==> src/rtl/key_debouncer_pkg.sv <==
// key_debouncer_pkg
//   Shared definitions for the key debouncer slice: the per-channel state
//   encoding and the default parameter values used by the interface and top.
package key_debouncer_pkg;

  // Per-channel debounce state. The two CHECK states are where a candidate
  // level change is being qualified by the counter.
  typedef enum logic [1:0] {
    RELEASED      = 2'd0,
    CHECK_PRESS   = 2'd1,
    PRESSED       = 2'd2,
    CHECK_RELEASE = 2'd3
  } chan_state_e;

  localparam int DEFAULT_N               = 4;
  localparam int DEFAULT_DEBOUNCE_CYCLES = 500000;

endpackage

==> src/rtl/key_debouncer_if.sv <==
// key_debouncer_if
//   Groups the key-side bus of the debouncer.
//   key_n : raw active-low push-buttons (driven by the master / board side)
//   level : debounced key state, 1 = pressed (driven by the debouncer)
//   busy  : 1 while a channel is qualifying a candidate change
interface key_debouncer_if
  import key_debouncer_pkg::*;
#(
  parameter int N = DEFAULT_N
);

  logic [N-1:0] key_n;
  logic [N-1:0] level;
  logic [N-1:0] busy;

  modport master (output key_n, input level, input busy);
  modport slave  (input key_n, output level, output busy);

endinterface

==> src/rtl/debounce_channel.sv <==
// debounce_channel
//   One debounced key: two-flop synchronizer (inverting at the first flop so
//   the synchronized sample is active-high), a four-state FSM and a
//   saturating qualification counter.
//   clk      : system clock, rising edge
//   reset    : asynchronous, active-low
//   key_n_i  : raw bouncing key, active-low
//   level_o  : debounced state, 1 = pressed
//   busy_o   : 1 while in a CHECK state
module debounce_channel
  import key_debouncer_pkg::*;
#(
  parameter int DEBOUNCE_CYCLES = DEFAULT_DEBOUNCE_CYCLES
) (
  input  logic clk,
  input  logic reset,
  input  logic key_n_i,
  output logic level_o,
  output logic busy_o
);

  localparam int CW = $clog2(DEBOUNCE_CYCLES);
  localparam logic [CW-1:0] CNT_MAX = CW'(DEBOUNCE_CYCLES - 1);

  logic          sync1_q;
  logic          sync2_q;
  chan_state_e   state_q, state_d;
  logic [CW-1:0] cnt_q, cnt_d;

  // Synchronizer; reset value 0 means "released" after the inversion.
  always_ff @(posedge clk or negedge reset) begin
    if (!reset) begin
      sync1_q <= 1'b0;
      sync2_q <= 1'b0;
    end else begin
      sync1_q <= ~key_n_i;
      sync2_q <= sync1_q;
    end
  end

  // Qualification FSM: any sample agreeing with the stable state drops back
  // to it, so a single opposite sample restarts qualification. The counter
  // stops at CNT_MAX because the state leaves CHECK on that compare.
  always_comb begin
    state_d = state_q;
    cnt_d   = cnt_q;
    case (state_q)
      RELEASED: begin
        if (sync2_q) begin
          state_d = CHECK_PRESS;
          cnt_d   = '0;
        end
      end
      CHECK_PRESS: begin
        if (!sync2_q)              state_d = RELEASED;
        else if (cnt_q == CNT_MAX) state_d = PRESSED;
        else                       cnt_d   = cnt_q + CW'(1);
      end
      PRESSED: begin
        if (!sync2_q) begin
          state_d = CHECK_RELEASE;
          cnt_d   = '0;
        end
      end
      CHECK_RELEASE: begin
        if (sync2_q)               state_d = PRESSED;
        else if (cnt_q == CNT_MAX) state_d = RELEASED;
        else                       cnt_d   = cnt_q + CW'(1);
      end
      default: state_d = RELEASED;
    endcase
  end

  always_ff @(posedge clk or negedge reset) begin
    if (!reset) begin
      state_q <= RELEASED;
      cnt_q   <= '0;
    end else begin
      state_q <= state_d;
      cnt_q   <= cnt_d;
    end
  end

  // Outputs decode registered state only.
  assign level_o = (state_q == PRESSED)     || (state_q == CHECK_RELEASE);
  assign busy_o  = (state_q == CHECK_PRESS) || (state_q == CHECK_RELEASE);

endmodule

==> src/rtl/key_debouncer.sv <==
// key_debouncer
//   N independent debounced push-button channels.
//   clk   : system clock, rising edge
//   reset : asynchronous, active-low
//   bus   : slave side of key_debouncer_if (key_n in, level/busy out)
module key_debouncer
  import key_debouncer_pkg::*;
#(
  parameter int N               = DEFAULT_N,
  parameter int DEBOUNCE_CYCLES = DEFAULT_DEBOUNCE_CYCLES
) (
  input  logic            clk,
  input  logic            reset,
  key_debouncer_if.slave  bus
);

  for (genvar i = 0; i < N; i++) begin : g_chan
    debounce_channel #(
      .DEBOUNCE_CYCLES(DEBOUNCE_CYCLES)
    ) u_chan (
      .clk     (clk),
      .reset   (reset),
      .key_n_i (bus.key_n[i]),
      .level_o (bus.level[i]),
      .busy_o  (bus.busy[i])
    );
  end

endmodule

==> src/flat_wrapper.sv <==
// flat-port wrapper written by rule: the top's interface ports become plain ports
module key_debouncer_flat import key_debouncer_pkg::*;
#(
  parameter int N               = DEFAULT_N,
  parameter int DEBOUNCE_CYCLES = DEFAULT_DEBOUNCE_CYCLES
)
  (clk, reset, bus_key_n, bus_level, bus_busy);
  key_debouncer_if #(.N(N)) bus_i ();
  input  logic clk;
  input  logic reset;
  input wire logic [$bits(bus_i.key_n)-1:0] bus_key_n;
  output wire logic [$bits(bus_i.level)-1:0] bus_level;
  output wire logic [$bits(bus_i.busy)-1:0] bus_busy;
  assign bus_i.key_n = bus_key_n;
  assign bus_level = bus_i.level;
  assign bus_busy = bus_i.busy;
  key_debouncer #(.N(N), .DEBOUNCE_CYCLES(DEBOUNCE_CYCLES)) u_core (.clk(clk), .reset(reset), .bus(bus_i));
endmodule
==> config.mk <==
export PLATFORM = sky130hd
export DESIGN_NAME = key_debouncer_flat
export DESIGN_NICKNAME = d
export VERILOG_FILES = /design/src/rtl/key_debouncer_pkg.sv /design/src/rtl/key_debouncer_if.sv /design/src/rtl/debounce_channel.sv /design/src/rtl/key_debouncer.sv /design/src/flat_wrapper.sv
export SDC_FILE = /design/constraint.sdc
export NUM_CORES = 1
export LEC_CHECK = 0
export ABC_AREA = 1
export CAP_MARGIN = 20
export CORE_MARGIN = 3
export CORE_UTILIZATION = 31
export CTS_BUF_LIST = sky130_fd_sc_hd__clkbuf_4
export DETAILED_ROUTE_END_ITERATION = 10
export GPL_TIMING_DRIVEN = 0
export SLEW_MARGIN = 5
export SYNTH_ARGS = -nofsm -noshare
export SYNTH_HDL_FRONTEND = slang
export SYNTH_SLANG_ARGS = --single-unit
==> constraint.sdc <==
create_clock -name clk -period 4.8 [get_ports clk]
set_input_delay 1.44 -clock clk [delete_from_list [all_inputs] [get_ports clk]]
set_output_delay 1.44 -clock clk [all_outputs]
set_load 0.02 [all_outputs]
==> flow_metrics.tcl <==
set metrics [dict create \
    hold_depth 0 \
    crit_family "buffers and inverters" \
    ys_seq_area_share_pct 40.5 \
    synth.ff_latch_count 92 \
    syn_inst 826 \
    p_leak_nw 2.71 \
    worst-path-max-fanout 6 \
    setup_violations 0 \
    dr_total_vias 5005 \
    power_frac_seq_pct 57.1 \
    switching_power_w 0.000379 \
    r2r_setup_slack_ns 2.85 \
    critPathBufInv 3 \
    synth_ff_type "dfrtp_1" \
    cp_cell_sequence "clkbuf_1 -> buf_4 -> clkdlybuf4s50_1" \
    core_um2 17600 \
    die_h_um 141 \
    first_pass_iters 5 \
    max_stage_delay_ns 0.59 \
    drtIter0Drc 311 \
    antenna_found_initial 0 \
    synth_fp_nets 836 \
    clock-skew-final_ns 0.0141 \
    power_w 0.00142 \
    clock_latency_ns 0.48 \
    syn_to_final_growth_pct 10.6 \
    ctsHoldBuffers 0 \
    synth.most_common_cell "nand2_1" \
    reg2regPathDepth 7 \
    critPathLaunchType "flip-flop" \
    p_int_w 0.00104 \
    layout_min_cycle_time_ns 3.19 \
    drt_wl_total_mm 12.4 \
    yosysTopAreaCellShare_pct 40.5 \
    crit_type "flip-flop to output port" \
    die_w_um 141 \
    hold_slack_ns 0.365 \
    worst-slew-pin-transition_ns 0.514 \
    synth_edf_count 0 \
    cts_root_buf "clkbuf_4" \
    layout-drive-gt1-share_pct 7.59 \
    initial_core_util_pct 32.3 \
    fin_area_um2 6280 \
    via_per_inst 4.63 \
    die-area_um2 20000 \
    cts_sinks 92 \
    ctsResizeCount 0 \
    power_density_nw_per_um2 227 \
    port_buffers 13 \
    outcome "complete, no violations" \
    drc_errors 0 \
    wire_per_inst_um 11.5 \
    grt_max_degree 66 \
    ant_nets 0 \
    period_share_pct 66.5 \
    antenna_cells 0 \
    ios 14 \
    grt.total_usage_pct 13.4 \
    final_core_util_pct 35.7 \
    end_kind "output port" \
    htreeDepth 3 \
    synthArstFlopShare_pct 100 \
    pwr-share-clk_pct 35.6 \
    grt_pass1_vias 4524 \
    place_area_um2 6120 \
    rsz0062_at_grt "no" \
    crit_slowest_cell "clkdlybuf4s50_1" \
    yosys-top-cells-count "nand2_1, nor2_1, dfrtp_1" \
    grt_overflow 0 \
    drv_slew 0 \
    cap_violations 0 \
    yosysTopAreaCell "dfrtp_1" \
    hp-class "flip-flop to flip-flop" \
    arrival_ns 1.75 \
    row_count 48 \
    cts_inserted_buffers 9 \
    synth.avg_cell_area_um2 6.88 \
    vdd_drop_max_v 0.000156 \
    grt_pass1_wl_mm 22.1 \
    fmax_ghz 0.313 \
    cts_tree "done" \
    clkTransAtPathRegs_ns 0.15 \
    combPwrFrac_pct 7.3 \
    post_cts_buffers 0 \
    nets 861 \
    gp_congestion 0.877 \
    clk_path_buf_depth 2 \
    cp.required_ns 3.36 \
    worst-path-stages 3 \
    ys_warn_count 0 \
    ys_types 27 \
    dpl.hpwl_mm 9.15 \
    hold_viol_final 0 \
    nFillCells 1873 \
    yosys-top-cells-area "dfrtp_1, nand2_1, nor2_1" \
    synth_area_um2 5680 \
    netSwitchingFraction_pct 26.7 \
    max_slew_margin_pct 65.5 \
]
-- routing by layer --
metal / GRT usage, % / routed length (um) / vias to the layer above
met5: 0 / 0 / -
met4: 3.88 / 187 / 0
met3: 2.93 / 519 / 17
met2: 19.7 / 5330 / 98
met1: 19.7 / 6390 / 2260
li1: - / - / 2630
-- final cells by class --
cell class / instances / area [um2] / share of cell area, %
multi-input combinational: 642 / 2950 / 47.0
tap: 225 / 282 / 4.48
buffer: 33 / 201 / 3.21
clock inverter: 7 / 96.3 / 1.53
timing repair buffer: 14 / 155 / 2.47
sequential: 92 / 2300 / 36.7
clock buffer: 9 / 67.6 / 1.08
inverter: 59 / 221 / 3.53
-- through the flow --
stage | setup WS [ns] | std cells | setup TNS (ns)
after floorplan | 2.73 | 826 | 0
after global placement | -1.26 | 1064 | -114.67
after detailed placement | 2.12 | 1065 | 0
after CTS | 1.55 | 1081 | 0
after global routing | 1.49 | 1081 | 0
final | 1.61 | 1081 | 0
-- power groups by stage --
stage	clock, W	sequential [W]	combinational [W]
final	0.000506	0.000812	0.000104
after global routing	0.000563	0.000816	0.000121
after detailed placement	0	0.000827	0.000108
after floorplan	0	0.000821	0.0000639
after CTS	0.000530	0.000812	0.000108
after global placement	0	0.000826	0.000104
-- registers in the layout, indices dropped and copies added (netlist names), named ones only --
| name | cells |
|---|---|
| u_core.g_chan.u_chan.sync2_q | 4 |
| u_core.g_chan.u_chan.sync1_q | 4 |
| u_core.g_chan.u_chan.cnt_q | 76 |
| u_core.g_chan.u_chan.state_q | 4 |
-- layout by cell type, fill, tap and decap left out, drive strengths merged --
cell and instances:
bufinv 2, ha 4, clkinv 2, xnor2 7, nor2 118, clkdlybuf4s50 12
nand4 4, o21bai 3, nand3b 2, dfrtp 92, buf 23, or2 10
nand2 304, clkbuf 21, nor3 14, inv 62, and2 10, nand3 83
xor2 29, o21ai 54
-- final timing paths --
kind	startpoint	to
setup reg to reg	u_core.g_chan[2].u_chan.cnt_q[0]	u_core.g_chan[2].u_chan.cnt_q[0]
setup / recovery	u_core.g_chan[2].u_chan.state_q[0]	bus_busy[2]
max in group asynchronous	reset	u_core.g_chan[2].u_chan.cnt_q[18]
min in group asynchronous	reset	u_core.g_chan[3].u_chan.cnt_q[17]
hold / removal	u_core.g_chan[0].u_chan.sync1_q	u_core.g_chan[0].u_chan.sync2_q
hold reg to reg	u_core.g_chan[0].u_chan.sync1_q	u_core.g_chan[0].u_chan.sync2_q
-- cells by family (layout without fill, tap and decap cells) --
group,count (synthesis),after routing,share of synthesized area (%)
adder cells (fa/ha/maj),4,4,0.881
AO/OA/AOI/OAI,57,57,5.49
flip-flops,92,92,40.5
buffers and inverters,92,122,7.45
AND/OR/NAND/NOR,545,545,40.1
XOR/XNOR,36,36,5.55
Power figures use the tool's default switching activity.
==> patch 1, RTL diff (same flow settings) <==
Set the package constant `DEFAULT_N` to 2 (it was 4).
--- a/src/rtl/key_debouncer_pkg.sv
+++ b/src/rtl/key_debouncer_pkg.sv
@@ -12,7 +12,7 @@
     CHECK_RELEASE = 2'd3
   } chan_state_e;
 
-  localparam int DEFAULT_N               = 4;
+  localparam int DEFAULT_N               = 2;
   localparam int DEFAULT_DEBOUNCE_CYCLES = 500000;
 
 endpackage
Ports: changed (resized bus_busy, bus_key_n and bus_level); port bits go from 14 to 8. The function was not compared with the original's and may differ.
==> patch 1 against the original RTL <==
Cell area fell by 48%. Area after synthesis decreased by 48%. Critical path depth did not move. Sequential cell count shrank 46. Sequential power decreased by 49%. Clock skew rose by 0.0094 ns. Largest cell class unchanged. Cell count down 49%. Total power is 47% lower. Setup slack better by 0.12 ns. Combinational power decreased by 18%. Routed wire length shrank 47%.
==> patch 1: results (changes against the original RTL) <==
Run status
  – Status: finished clean (unchanged)

Synth
  – Leading post-synthesis cells by cell area: dfrtp_1 39%, nand2_1 16%, nand3_1 10% (was dfrtp_1 41%, nand2_1 20%, nor2_1 7.8%)
  – Compound-Gate Fraction of Synth Area: 5.30% (was 5.49%)
  – Synthesized netlist net count: 418 (was 836)
  – Arithmetic-cell share of the synthesized area counting full adders, half adders and majority gates: 0.849% (was 0.881%)
  – Ranking of synthesized cells by instance count: 123 x nand2_1, 59 x nand3_1, 46 x dfrtp_1 (was 301 x nand2_1, 118 x nor2_1, 92 x dfrtp_1)
  – XOR/XNOR Fraction of Synth Area: 2.97% (was 5.55%)
  – Sequential cell area fraction in the yosys report: 39.0% (was 40.5%)
  – Unique cell type count in the Yosys netlist: 30 (was 27)
  – Mux cell area share after synthesis: 0% (unchanged)
  – Fraction of registers with async set/reset: 100% (unchanged)

Power
  – Leakage power total: 1.50 nW (was 2.71 nW)
  – Maximum vdd drop: 0.0997 mV (was 0.156 mV)

Final layout
  – Nets: 433 (was 861)
  – Register bank with the most flops: u_core.g_chan.u_chan.cnt_q (unchanged)
  – Max FFs per register: 38 (was 76)
  – Number of fill cells: 952 (was 1873)
  – Share of final-layout standard cells stronger than drive strength 1: 11.4% (was 7.59%)

Drt
  – Routed length on met2: 3.16 mm (was 5.33 mm)
  – Overall via count from detail_route: 2633 (was 5005)
  – Iteration-0 DRC Markers: 141 (was 311)
  – Met3 Wirelength: 208 um (was 519 um)
  – Met1 wire length: 3.14 mm (was 6.39 mm)
  – Highest metal used: met4 (unchanged)
  – Post-detailed-route wirelength per cell: 11.8 um (was 11.5 um)

Critical path
  – Top fanout value on the critical path: 7 (was 6)
  – Path depth of the worst reg2reg path: 9 (was 7)
  – Reg-to-reg critical path startpoint: u_core.g_chan[1].u_chan.cnt_q[0] (was u_core.g_chan[2].u_chan.cnt_q[0])
  – Critical path launch point: u_core.g_chan[0].u_chan.state_q[0] (was u_core.g_chan[2].u_chan.state_q[0])
  – Crit path DAT: 1.63 ns (was 1.75 ns)

Clocking
  – Later-pin clock latency in the skew report: 0.37 ns (was 0.48 ns)
  – Clock input transition at the sequential cells of the worst setup and hold paths: 0.16 ns
  – Number of buffers created by CTS: 5 (was 9)
  – H-tree depth: 2 (was 3)

Placed design
  – Hpwl dp: 4.73 mm (was 9.15 mm)
  – Count of port buffers added during placement: 7 (was 13)
  – Final Wtd Congestion: 0.872 (was 0.877)
  – Post-placement worst setup slack: 2.14 ns (was 2.12 ns)

Global route
  – First-pass GRT wire length: 11.5 mm (was 22.1 mm)
  – Via count of the first global-routing pass: 2476 (was 4524)
  – Global Route Usage Sum: 12.5% (was 13.4%)
  – Largest net degree at the start of global routing: 35 (was 66)

Min path
  – Worst hold path depth: 0 (unchanged)
  – Startpoint of the worst hold path: u_core.g_chan[1].u_chan.sync1_q (was u_core.g_chan[0].u_chan.sync1_q)

STA
  – Slew at the pin with the worst max-slew slack: 0.506 ns (was 0.514 ns)
  – Setup clock skew after layout: 0.0236 ns (was 0.0141 ns)
==> patch 1: metal layers <==
layer / track usage, % / up-vias
li1: - / 1345
met1: 16.6 / 1242
met2: 21.7 / 39
met3: 2.30 / 7
met4: 2.18 / 0
met5: 0 / -
==> patch 1: stage by stage <==
step                cells  utilization, %  cell area, um^2  hold slack (ns)
floorplan             412               -             2950            0.331
global placement      545            35.4             3180            0.334
detailed placement    546            35.6             3190            0.345
CTS                   554            36.5             3270            0.338
global route          554            36.5             3270            0.351
finish                554            36.5             3270            0.339
==> patch 1: path summary, 6_finish.rpt <==
path	slack, ns	endpoint
max in group asynchronous	3.34	async pin
min	0.34	u_core.g_chan[1].u_chan.sync2_q
min reg2reg	0.34	u_core.g_chan[1].u_chan.sync2_q
max reg2reg	2.97	u_core.g_chan[1].u_chan.cnt_q[4]
max	1.73	bus_busy[0]
min in group asynchronous	0.94	u_core.g_chan[0].u_chan.cnt_q[7]
==> patch 1: critical path, stage by stage, from the launching register on <==
cell             delay, ns
dfrtp_1               0.48
clkbuf_1              0.11
buf_4                 0.09
clkdlybuf4s50_1       0.58
==> patch 1: cell type report <==
class                           count  share of cell area [%]
Multi-Input combinational cell    299                    45.4
Tap cell                          126                    4.81
Clock buffer                        6                    1.38
Sequential cell                    46                    35.2
Inverter                           48                    5.66
Timing Repair Buffer                8                    2.60
Clock inverter                      2                    1.15
Buffer                             19                    3.86
==> patch 1: power by group <==
part	switching, mW	internal, mW
registers	0.0141	0.401
logic	0.0544	0.0311
clock network	0.135	0.116
==> patch 2, RTL diff (same settings) <==
Made on the original files. Reset style: synchronous (`reset`), changed in 2 clocked blocks. Comments in the files are not updated.
--- a/src/rtl/debounce_channel.sv
+++ b/src/rtl/debounce_channel.sv
@@ -28,7 +28,7 @@
   logic [CW-1:0] cnt_q, cnt_d;
 
   // Synchronizer; reset value 0 means "released" after the inversion.
-  always_ff @(posedge clk or negedge reset) begin
+  always_ff @(posedge clk) begin
     if (!reset) begin
       sync1_q <= 1'b0;
       sync2_q <= 1'b0;
@@ -71,7 +71,7 @@
     endcase
   end
 
-  always_ff @(posedge clk or negedge reset) begin
+  always_ff @(posedge clk) begin
     if (!reset) begin
       state_q <= RELEASED;
       cnt_q   <= '0;
Formal check against the unedited RTL: differs if reset is asserted again (counterexample within 4 cycles, from zero or initial values and one cycle with reset low); with reset held inactive, the same outputs for 4 cycles.
==> patch 2 against the original RTL <==
Routed wire length is 14% higher. Setup slack lost 0.087 ns. Clock skew decreased by 0.00075 ns. Area after synthesis barely moved. Sequential share of layout area fell by 7.2 points. Total power down 5.4%. Sequential cell count is the same. Cell area is 0.50% lower. Via count grew 11%. Critical path type unchanged. Largest cell class unchanged.
==> patch 2: results (changes against the original RTL) <==
Final layout
  – Non-clock buffer contribution to total cell area: 5.65% (was 5.68%)
  – Nets: 958 (was 861)
  – Layout buffer count excluding clock buffers: 52 (was 47)
  – Non-filler instance count after layout: 1179 (was 1081)
  – Fraction of area in multi-input gates: 52.1% (was 47.0%)
  – ANT cells: 1 (was 0)
  – Number of fill cells: 1941 (was 1873)
  – Layout clock buffer count: 10 (was 9)
  – Non-clock inverters: 93 (was 59)
  – Seq/total area: 29.5% (was 36.7%)
  – Post-layout utilization of the core: 35.5% (was 35.7%)
  – Share of final-layout standard cells stronger than drive strength 1: 8.08% (was 7.59%)
  – Number of multi-input combinational cells: 700 (was 642)

Run status
  – Status: finished clean (unchanged)

Critical path
  – Critical path launch point: u_core.g_chan[2].u_chan.state_q[0] (unchanged)
  – Worst R2R End: u_core.g_chan[3].u_chan.cnt_q[7] (was u_core.g_chan[2].u_chan.cnt_q[0])
  – R2R setup slack: 2.83 ns (was 2.85 ns)
  – Reg-to-reg critical path startpoint: u_core.g_chan[3].u_chan.cnt_q[0] (was u_core.g_chan[2].u_chan.cnt_q[0])
  – Crit path DAT: 1.84 ns (was 1.75 ns)
  – Path depth of the worst reg2reg path: 9 (was 7)

STA
  – Slew at the pin with the worst max-slew slack: 0.786 ns (was 0.514 ns)
  – Setup clock skew after layout: 0.0134 ns (was 0.0141 ns)

Synth
  – Leading post-synthesis cells by cell area: dfxtp_1 32%, nand2_1 18%, nor2_1 12% (was dfrtp_1 41%, nand2_1 20%, nor2_1 7.8%)
  – Sequential cell area fraction in the yosys report: 32.4% (was 40.5%)
  – Most frequently used flop master after synthesis: dfxtp_1 (was dfrtp_1)
  – Fraction of registers with async set/reset: 0% (was 100%)
  – Synthesized netlist net count: 935 (was 836)
  – Ranking of synthesized cells by instance count: 271 x nand2_1, 178 x nor2_1, 92 x dfxtp_1 (was 301 x nand2_1, 118 x nor2_1, 92 x dfrtp_1)

Floorplan
  – Overall die width: 141 um (about the same)

Placed design
  – Count of port buffers added during placement: 12 (was 13)
  – Hpwl dp: 10.2 mm (was 9.15 mm)

Power
  – Leakage power total: 2.25 nW (was 2.71 nW)
  – Clock group power: 510 uW (was 506 uW)
  – Internal power of the cells: 1.00 mW (was 1.04 mW)
  – Maximum vdd drop: 0.155 mV (was 0.156 mV)
  – Combinational power share: 4.8% (was 7.3%)

Global route
  – Via count of the first global-routing pass: 5083 (was 4524)
  – Antenna violations before repair: 1 (was 0)
  – Global Route Usage Sum: 14.6% (was 13.4%)
  – First-pass GRT wire length: 24.2 mm (was 22.1 mm)

Drt
  – TritonRoute pass-1 iters: 6 (was 5)
  – Overall via count from detail_route: 5559 (was 5005)
  – Iteration-0 DRC Markers: 342 (was 311)
[patch 2: cell count changes after synthesis, sizes merged, moves of 18 or more]
cell / unedited run / this run
nand2: 304 / 286
a21oi: 0 / 55
dfrtp: 92 / 0
nand4: 4 / 38
o21ai: 54 / 11
nor2: 118 / 182
inv: 59 / 91
dfxtp: 0 / 92
[patch 2: cells by family (layout without fill, tap and decap cells)]
family | after synthesis | after routing | synth area share [%]
and+or+nand+nor | 602 | 602 | 45.8
DFF | 92 | 92 | 32.4
AOI/OAI and AO/OA | 73 | 73 | 7.33
xor gates and xnor gates | 21 | 21 | 3.37
adders and majority gates | 4 | 4 | 0.881
other | 0 | 1 | 0
buffers and inverters | 133 | 161 | 10.2
[patch 2: worst min path at each step]
stage | from | end | slack [ns]
2_1_floorplan | u_core.g_chan[0].u_chan.sync1_q | u_core.g_chan[0].u_chan.sync2_q | 0.39
3_3_place_gp | u_core.g_chan[2].u_chan.sync1_q | u_core.g_chan[2].u_chan.sync2_q | 0.39
3_5_place_dp | u_core.g_chan[0].u_chan.sync1_q | u_core.g_chan[0].u_chan.sync2_q | 0.40
4_1_cts | u_core.g_chan[0].u_chan.sync1_q | u_core.g_chan[0].u_chan.sync2_q | 0.43
5_1_grt | u_core.g_chan[1].u_chan.sync1_q | u_core.g_chan[1].u_chan.sync2_q | 0.44
6_report | u_core.g_chan[3].u_chan.sync1_q | u_core.g_chan[3].u_chan.sync2_q | 0.43
[patch 2: metal layers]
layer  share of wire (%)  wire length (um)  GRT usage (%)  vias up
li1                    -                 -              -     2969
met1                  50              7060           20.2     2494
met2                  45              6370           23.1       85
met3                 3.9               544           3.37       11
met4                 1.1               151           3.43        0
met5                   0                 0              0        -
